==> src/rtl/mem_port_arbiter.sv <==
// Shares one byte-wide RAM port between instruction fetch and load/store, MEM first.
// Latency: an N-byte read completes N+2 cycles after grant, an N-byte write N+1.
// Backpressure: the requester holds req until its done pulse; the loser stalls, no preemption.
module mem_port_arbiter #(
   parameter int ADDR_WIDTH = 32
) (
   input  logic                  clk,
   input  logic                  rst,
   input  logic                  if_req,
   input  logic [ADDR_WIDTH-1:0] if_addr,
   output logic [31:0]           if_data,
   output logic                  if_done,
   input  logic                  mem_req,
   input  logic                  mem_we,
   input  logic [ADDR_WIDTH-1:0] mem_addr,
   input  logic [1:0]            mem_len,
   input  logic [31:0]           mem_wdata,
   output logic [31:0]           mem_rdata,
   output logic                  mem_done,
   output logic [ADDR_WIDTH-1:0] ram_addr,
   output logic                  ram_wr,
   output logic [7:0]            ram_dout,
   input  logic [7:0]            ram_din,
   output logic                  if_stall_req,
   output logic                  me_stall_req
);

   typedef enum logic [2:0] {IDLE, IF_RD, MEM_RD, MEM_WR, DONE} state_t;

   state_t                state_q, state_d;
   logic [ADDR_WIDTH-1:0] base_q, base_d;
   logic [ADDR_WIDTH-1:0] ram_addr_q, ram_addr_d;
   logic [2:0]            len_q, len_d;
   logic [2:0]            cnt_q, cnt_d;
   logic [31:0]           wdata_q, wdata_d;
   logic [31:0]           buf_q, buf_d;
   logic [31:0]           if_data_q, if_data_d;
   logic [31:0]           mem_rdata_q, mem_rdata_d;
   logic                  if_done_q, if_done_d;
   logic                  mem_done_q, mem_done_d;
   logic                  ram_wr_q, ram_wr_d;
   logic [7:0]            ram_dout_q, ram_dout_d;

   logic [2:0]            next_k;
   logic [1:0]            lane;
   logic [ADDR_WIDTH-1:0] nxt_addr;

   // Next-state logic: grant in IDLE, then walk the latched base address one byte per cycle.
   always_comb begin
      state_d     = state_q;
      base_d      = base_q;
      ram_addr_d  = ram_addr_q;
      len_d       = len_q;
      cnt_d       = cnt_q;
      wdata_d     = wdata_q;
      buf_d       = buf_q;
      if_data_d   = if_data_q;
      mem_rdata_d = mem_rdata_q;
      if_done_d   = 1'b0;
      mem_done_d  = 1'b0;
      ram_wr_d    = ram_wr_q;
      ram_dout_d  = ram_dout_q;
      next_k      = cnt_q + 3'd1;
      // Byte returning this cycle belongs to the address driven one cycle earlier.
      lane        = 2'(cnt_q - 3'd1);
      nxt_addr    = base_q + ADDR_WIDTH'(next_k);

      case (state_q)
         IDLE: begin
            ram_wr_d   = 1'b0;
            ram_addr_d = '0;
            ram_dout_d = 8'h00;
            cnt_d      = 3'd0;
            if (mem_req) begin
               base_d     = mem_addr;
               len_d      = (mem_len == 2'd0) ? 3'd1 : (mem_len == 2'd1) ? 3'd2 : 3'd4;
               wdata_d    = mem_wdata;
               buf_d      = 32'h0;
               ram_addr_d = mem_addr;
               if (mem_we) begin
                  state_d    = MEM_WR;
                  ram_wr_d   = 1'b1;
                  ram_dout_d = mem_wdata[7:0];
               end else begin
                  state_d = MEM_RD;
               end
            end else if (if_req) begin
               base_d     = if_addr;
               len_d      = 3'd4;
               buf_d      = 32'h0;
               ram_addr_d = if_addr;
               state_d    = IF_RD;
            end
         end
         IF_RD, MEM_RD: begin
            cnt_d = next_k;
            if (cnt_q != 3'd0) begin
               buf_d[{lane, 3'b000} +: 8] = ram_din;
            end
            if (next_k < len_q) begin
               ram_addr_d = nxt_addr;
            end else begin
               ram_addr_d = '0;
            end
            // Extra capture cycle after the last address has just taken the final byte.
            if (cnt_q == len_q) begin
               state_d = DONE;
               cnt_d   = 3'd0;
               if (state_q == IF_RD) begin
                  if_data_d = buf_d;
                  if_done_d = 1'b1;
               end else begin
                  mem_rdata_d = buf_d;
                  mem_done_d  = 1'b1;
               end
            end
         end
         MEM_WR: begin
            if (next_k < len_q) begin
               cnt_d      = next_k;
               ram_addr_d = nxt_addr;
               ram_dout_d = wdata_q[{next_k[1:0], 3'b000} +: 8];
            end else begin
               cnt_d      = 3'd0;
               ram_wr_d   = 1'b0;
               ram_addr_d = '0;
               ram_dout_d = 8'h00;
               state_d    = DONE;
               mem_done_d = 1'b1;
            end
         end
         DONE: begin
            // Requests are not looked at here; the requester drops req on this edge.
            state_d = IDLE;
         end
         default: begin
            state_d = IDLE;
         end
      endcase
   end

   // State and registered outputs; synchronous reset aborts any transfer in flight.
   always_ff @(posedge clk) begin
      if (rst) begin
         state_q     <= IDLE;
         base_q      <= '0;
         ram_addr_q  <= '0;
         len_q       <= 3'd0;
         cnt_q       <= 3'd0;
         wdata_q     <= 32'h0;
         buf_q       <= 32'h0;
         if_data_q   <= 32'h0;
         mem_rdata_q <= 32'h0;
         if_done_q   <= 1'b0;
         mem_done_q  <= 1'b0;
         ram_wr_q    <= 1'b0;
         ram_dout_q  <= 8'h00;
      end else begin
         state_q     <= state_d;
         base_q      <= base_d;
         ram_addr_q  <= ram_addr_d;
         len_q       <= len_d;
         cnt_q       <= cnt_d;
         wdata_q     <= wdata_d;
         buf_q       <= buf_d;
         if_data_q   <= if_data_d;
         mem_rdata_q <= mem_rdata_d;
         if_done_q   <= if_done_d;
         mem_done_q  <= mem_done_d;
         ram_wr_q    <= ram_wr_d;
         ram_dout_q  <= ram_dout_d;
      end
   end

   assign if_data      = if_data_q;
   assign if_done      = if_done_q;
   assign mem_rdata    = mem_rdata_q;
   assign mem_done     = mem_done_q;
   assign ram_addr     = ram_addr_q;
   assign ram_wr       = ram_wr_q;
   assign ram_dout     = ram_dout_q;
   assign if_stall_req = if_req & ~if_done_q;
   assign me_stall_req = mem_req & ~mem_done_q;

endmodule

==> config.mk <==
export PLATFORM = sky130hd
export DESIGN_NAME = mem_port_arbiter
export DESIGN_NICKNAME = d
export VERILOG_FILES = /design/src/rtl/mem_port_arbiter.sv
export SDC_FILE = /design/constraint.sdc
export NUM_CORES = 1
export LEC_CHECK = 0
export ABC_AREA = 1
export CAP_MARGIN = 0
export CORE_ASPECT_RATIO = 1.75
export CORE_MARGIN = 5
export CORE_UTILIZATION = 32
export DETAILED_ROUTE_END_ITERATION = 6
export SYNTH_ARGS = -nofsm -noshare
export SYNTH_HDL_FRONTEND = slang
export SYNTH_SLANG_ARGS = --single-unit
==> constraint.sdc <==
create_clock -name clk -period 3.4 [get_ports clk]
set_clock_uncertainty 0.05 [all_clocks]
set_input_delay 1.02 -clock clk [delete_from_list [all_inputs] [get_ports clk]]
set_output_delay 1.02 -clock clk [all_outputs]
set_load 0.1 [all_outputs]
### Word-level counts from Yosys, hierarchy flattened

Index checks and enable logic that the tools add are counted.

| operators by class | value |
|---|---|
| bitwise gates (word level) | 7 |
| reduce and logical (&&, ||, !) cells | 18 |
| equality and inequality tests | 8 |
| add/subtract/negate cells | 4 |
| muxes and demuxes | 37 |
| shifts and indexed selects | 3 |
| order comparisons | 1 |

Operators with widths:

| operator | count |
|---|---|
| two-way mux 32 bit | 8 |
| case mux 32 bit (2 select lines) | 2 |
| adder 32 x 3 -> 32 bit | 1 |
| bitwise mux 32 bit | 1 |
| variable shift 8 x 7 -> 32 bit, first input constant | 1 |
| indexed part select 32 x 6 -> 8 bit | 1 |
| indexed part select 8 x 7 -> 32 bit | 1 |
| two-way mux 3 bit | 10 |
| two-way mux 8 bit | 3 |
| case mux 3 bit (3 select lines) | 2 |
| case mux 8 bit (2 select lines) | 1 |
| AND reduction 3 bit | 3 |
| two-way mux 1 bit | 8 |
| AND reduction 2 bit | 4 |
| nonzero test 2 bit | 4 |
| negator 5 -> 7 bit | 1 |
| equality test 3 x 2 -> 1 bit, second input constant | 2 |
| nonzero test 3 bit | 2 |
| OR reduction 3 bit | 2 |
| inverter 1 bit | 5 |
| != test 2 bit, second input constant | 2 |
| case mux 1 bit (2 select lines) | 2 |
| adder 3 x 1 -> 3 bit, second input constant | 1 |
| equality test 3 x 1 -> 1 bit, second input constant | 1 |
| 9 further kinds | 10 |

| word-level totals | value |
|---|---|
| logic and storage cells | 91 |
| register bits | 212 |
| output and inout port bits | 109 |
| input port bits | 111 |

### Depth between registers and ports, before layout

| depth | value |
|---|---|
| depth after elaboration | 6 |
| depth in mapped cells | 12 |

### Worst setup path before layout

Ideal clock, no wire load.

| path | value |
|---|---|
| path kind | in2out |
| start point | input port mem_req |
| end point | output port me_stall_req |
| arrival time | 2.719 ns |
| buffers on the path | 2 |
| stages on the path | 4 |
| required time | 2.330 ns |
| path slack | -0.389 ns |
| path through | buf_2 inv_2 buf_1 nor2_1 |

| between the ends | value |
|---|---|
| cells in the longest elaborated chain, start to end | 1 |

Ends and longest elaborated chain:

| what | line | text |
|---|---|---|
| start: declaration | 13 | `input logic mem_req,` |
| bitwise AND 1 bit | 183 | `assign me_stall_req = mem_req & ~mem_done_q;` |
| end: declaration | 25 | `output logic me_stall_req` |

No other way between the ends.

### Final worst setup path

| path | value |
|---|---|
| start point | input port if_req |
| end point | output port if_stall_req |

| between the ends | value |
|---|---|
| cells in the longest elaborated chain, start to end | 1 |

Ends and longest elaborated chain:

| what | line | text |
|---|---|---|
| start: declaration | 9 | `input logic if_req,` |
| bitwise AND 1 bit | 182 | `assign if_stall_req = if_req & ~if_done_q;` |
| end: declaration | 24 | `output logic if_stall_req,` |

No other way between the ends.

==> impl_metrics.yaml <==
worst_hold_path:
  holdCritPathClass: "reg2reg"
  holdPathEnd: "mem_rdata[14]$_SDFFE_PP0P_"
  min_path_cells: 2
  min-delay-start: "mem_rdata[14]$_SDFFE_PP0P_"
power_and_ir_drop:
  finalPower_uw: 9990
  vdd_ir_drop_max_v: 0.000580
  leakage_uw: 0.00519
  p_per_area_nw_per_um2: 765
sta:
  setup-tns-final_ns: 0
  slew_headroom_pct: 40.6
  rsz0062_at_grt: "false"
  max_freq_ghz: 0.321
  finalCritPeriodShare_pct: 91.6
  finalHoldViolCount: 0
  period_needed_ns: 3.11
  worst_slew_pin_slew_ns: 0.889
  setup_viol: 0
  setup_slack_ns: 0.286
  maxSlewViolCount: 0
setup_path:
  cp_max_fo: 2
  crit_required_ns: 2.33
  r2r_slack_ns: 0.61
  crit_family: "buffers and inverters"
  worst-path-buf-inv: 3
  crit_slowest_cell: "clkdlybuf4s50_1"
  path_class: "in2out"
  r2r.worst_path.cells: 10
  r2r-end: "state_q[0]$_SDFFE_PP0P_"
  max_stage_delay_ns: 0.58
  crit_arrival_ns: 2.04
  cp-start-kind: "input pin"
  cp_cell_sequence: "clkdlybuf4s50_1 > inv_1 > nor2_1 > buf_12"
  cp-startpoint: "if_req"
  r2r_start: "cnt_q[0]$_SDFFE_PP0P_"
  cp-end-kind: "output pin"
synthesis:
  synth_top_area_share_pct: 42.4
  async_flop_share_pct: 0
  ys_seq_area_share_pct: 42.4
  yosysUniqueCellTypes: 37
  synth_xor_area_share_pct: 0.175
  synthesis.area_sq_um: 10000
  postSynthCellCount: 1467
  yosysWarnings: 0
  synthSimpleGateAreaFrac_pct: 25.5
  synth_edf_count: 0
  synthFlopType: "dfxtp_1"
  synthAdderAreaFrac_pct: 1.70
  synth_top_family_by_area: "simple AND/OR/NAND/NOR gates"
  synth_seq_cells: 212
  yosys-mux-area-fraction_pct: 0
  synth.area.top_cells: "dfxtp_1, nand2_1, a21oi_1"
  syn_area_per_cell_sq_um: 6.82
  synth_top_area_cell: "dfxtp_1"
  synth-compound-area-share_pct: 21.6
  synth_nets: 1591
clock_network:
  cts_tree: "yes"
  postCtsSetupBuffers: 0
  cts_resized: 0
  cts.sinks: 212
  path_clk_slew_ns: 0.06
  clockBufferDepth: 3
  clk_latency_ns: 0.52
  postCtsHoldBufs: 0
  numCtsBuffers: 22
  htree_levels: 1
  clock-root-buffer: "clkbuf_16"
floorplanning:
  initial_core_util_pct: 32.4
  die-area_sq_um: 35000
  chipHeight_um: 244
  io_pins: 220
  core_area_sq_um: 30800
  rows: 85
  dieWidth_um: 144
cells_and_area:
  fillers: 3240
  final_nets: 1773
  syn2layout_area_growth_pct: 30.6
  drive_above_1_share_pct: 11.9
  antennaDiodeCount: 0
drt:
  wire_per_inst_um: 16.2
  first_pass_iters: 5
  routed_wirelength_um: 33300
  antenna_left: 0
  initialDrtViolationCount: 523
  vias: 10200
  routed_via_density: 4.95
  drc_errors: 0
global_route:
  grt_use_total_pct: 18.1
  grt_overflow: 0
  use_met1_pct: 19.5
  grt_use_met3_pct: 2.11
  grt_busiest_layer: "met2"
  grt_pass1_vias: 9585
  antenna_found_initial: 0
  grt_max_degree: 70
  met2_usage_pct: 34.7
  grt_pass1_wl_um: 51200
status:
  status: "finished clean"
job:
  maxCapViolations: 0
placement:
  numPortBuffers: 219
  routabilityCongestion: 0.955
  pre_cts_ws_ns: 0.286
  dp_hpwl_um: 24800
metal layers:
layer,vias to the layer above,wire length (um)
li1,5200,-
met4,0,1370
met3,69,1380
met2,251,18100
met5,-,0
met1,4648,12500
sequential cells by signal, summed over array words and instances (netlist names):
name and count:
mem_done 1, wdata_q 32, buf_q 32, ram_addr 32, len_q 3, mem_rdata 32
cnt_q 3, if_done 1, base_q 32, ram_dout 8, ram_wr 1, state_q 3
if_data 32
cells in the mapped netlist (2+ instances only):
library cell	n
nand2_1	367
a21oi_1	221
dfxtp_1	212
o21ai_0	166
inv_1	118
nand3_1	118
nor2_1	87
clkbuf_1	49
buf_2	22
ha_1	12
o21ai_1	11
nand4_1	10
o22ai_1	10
buf_1	6
inv_2	6
o31ai_1	6
buf_4	5
nor2_2	5
nor2_4	5
o211ai_1	5
clkinv_1	4
or2_2	3
buf_6	2
nor3_1	2
nor3_4	2
xor2_1	2
how the worst max path moves through the flow:
stage / to / slack [ns] / cells after the start
floorplan: if_stall_req / 0.03 / 2
global route: if_stall_req / 0.26 / 4
global placement: if_stall_req / 0.29 / 4
detailed placement: base_q[3]$_SDFFE_PP0P_ / 0.29 / 6
CTS: if_stall_req / 0.30 / 4
finish: if_stall_req / 0.29 / 4
metrics by stage:
step | cells | util, % | hold slack, ns | cell area (sq um)
after floorplan | 1467 | - | 0.380 | 10000
after global placement | 2016 | 39.9 | 0.383 | 12300
after detailed placement | 2016 | 39.9 | 0.387 | 12300
after CTS | 2055 | 42.4 | 0.397 | 13100
after global routing | 2055 | 42.4 | 0.413 | 13100
final | 2055 | 42.4 | 0.393 | 13100
power breakdown:
part | total, uW | internal, uW | switching [uW] | leakage, uW
registers | 3260 | 2940 | 315 | 0.00173
clock network | 2590 | 1570 | 1030 | 0.000384
logic | 4140 | 977 | 3160 | 0.00308
total | 9990 | 5490 | 4500 | 0.00519
cell families (layout without fill, tap and decap cells):
family,count (synthesis),count (layout)
adder cells (fa/ha/maj),13,13
XOR/XNOR,2,2
flip-flops,212,212
AO/OA/AOI/OAI,422,422
buffers and inverters,213,410
AND/OR/NAND/NOR,605,605
layout make-up:
| cell class | instances | area (sq um) | area share [%] |
|---|---|---|---|
| Tap cell | 391 | 489 | 3.74 |
| Sequential cell | 212 | 4240 | 32.5 |
| Clock inverter | 9 | 123 | 0.938 |
| Inverter | 128 | 482 | 3.69 |
| Timing Repair Buffer | 243 | 2170 | 16.6 |
| Multi-Input combinational cell | 1042 | 4910 | 37.6 |
| Clock buffer | 30 | 652 | 4.99 |
tightest hold or removal path: cells and delay by family (launching register included):
kind,cells,cell delay (ns)
buf+inv,1,0.05
flops,1,0.31
compound gates,1,0.05
cell usage in the layout (no fill, tap or decap), drive strengths merged, types with 2 or more instances in the layout:
cell	instances
o211ai	5
ha	12
o22ai	10
nand4	10
nor3	5
o31ai	6
a21oi	221
nor2	97
nand2	368
nand3	119
clkinv	9
clkbuf	30
bufinv	3
or2	3
o21ai	177
inv	124
xor2	2
clkdlybuf4s50	109
and2	2
dfxtp	212
buf	134
(Power assumes the default switching activity.)
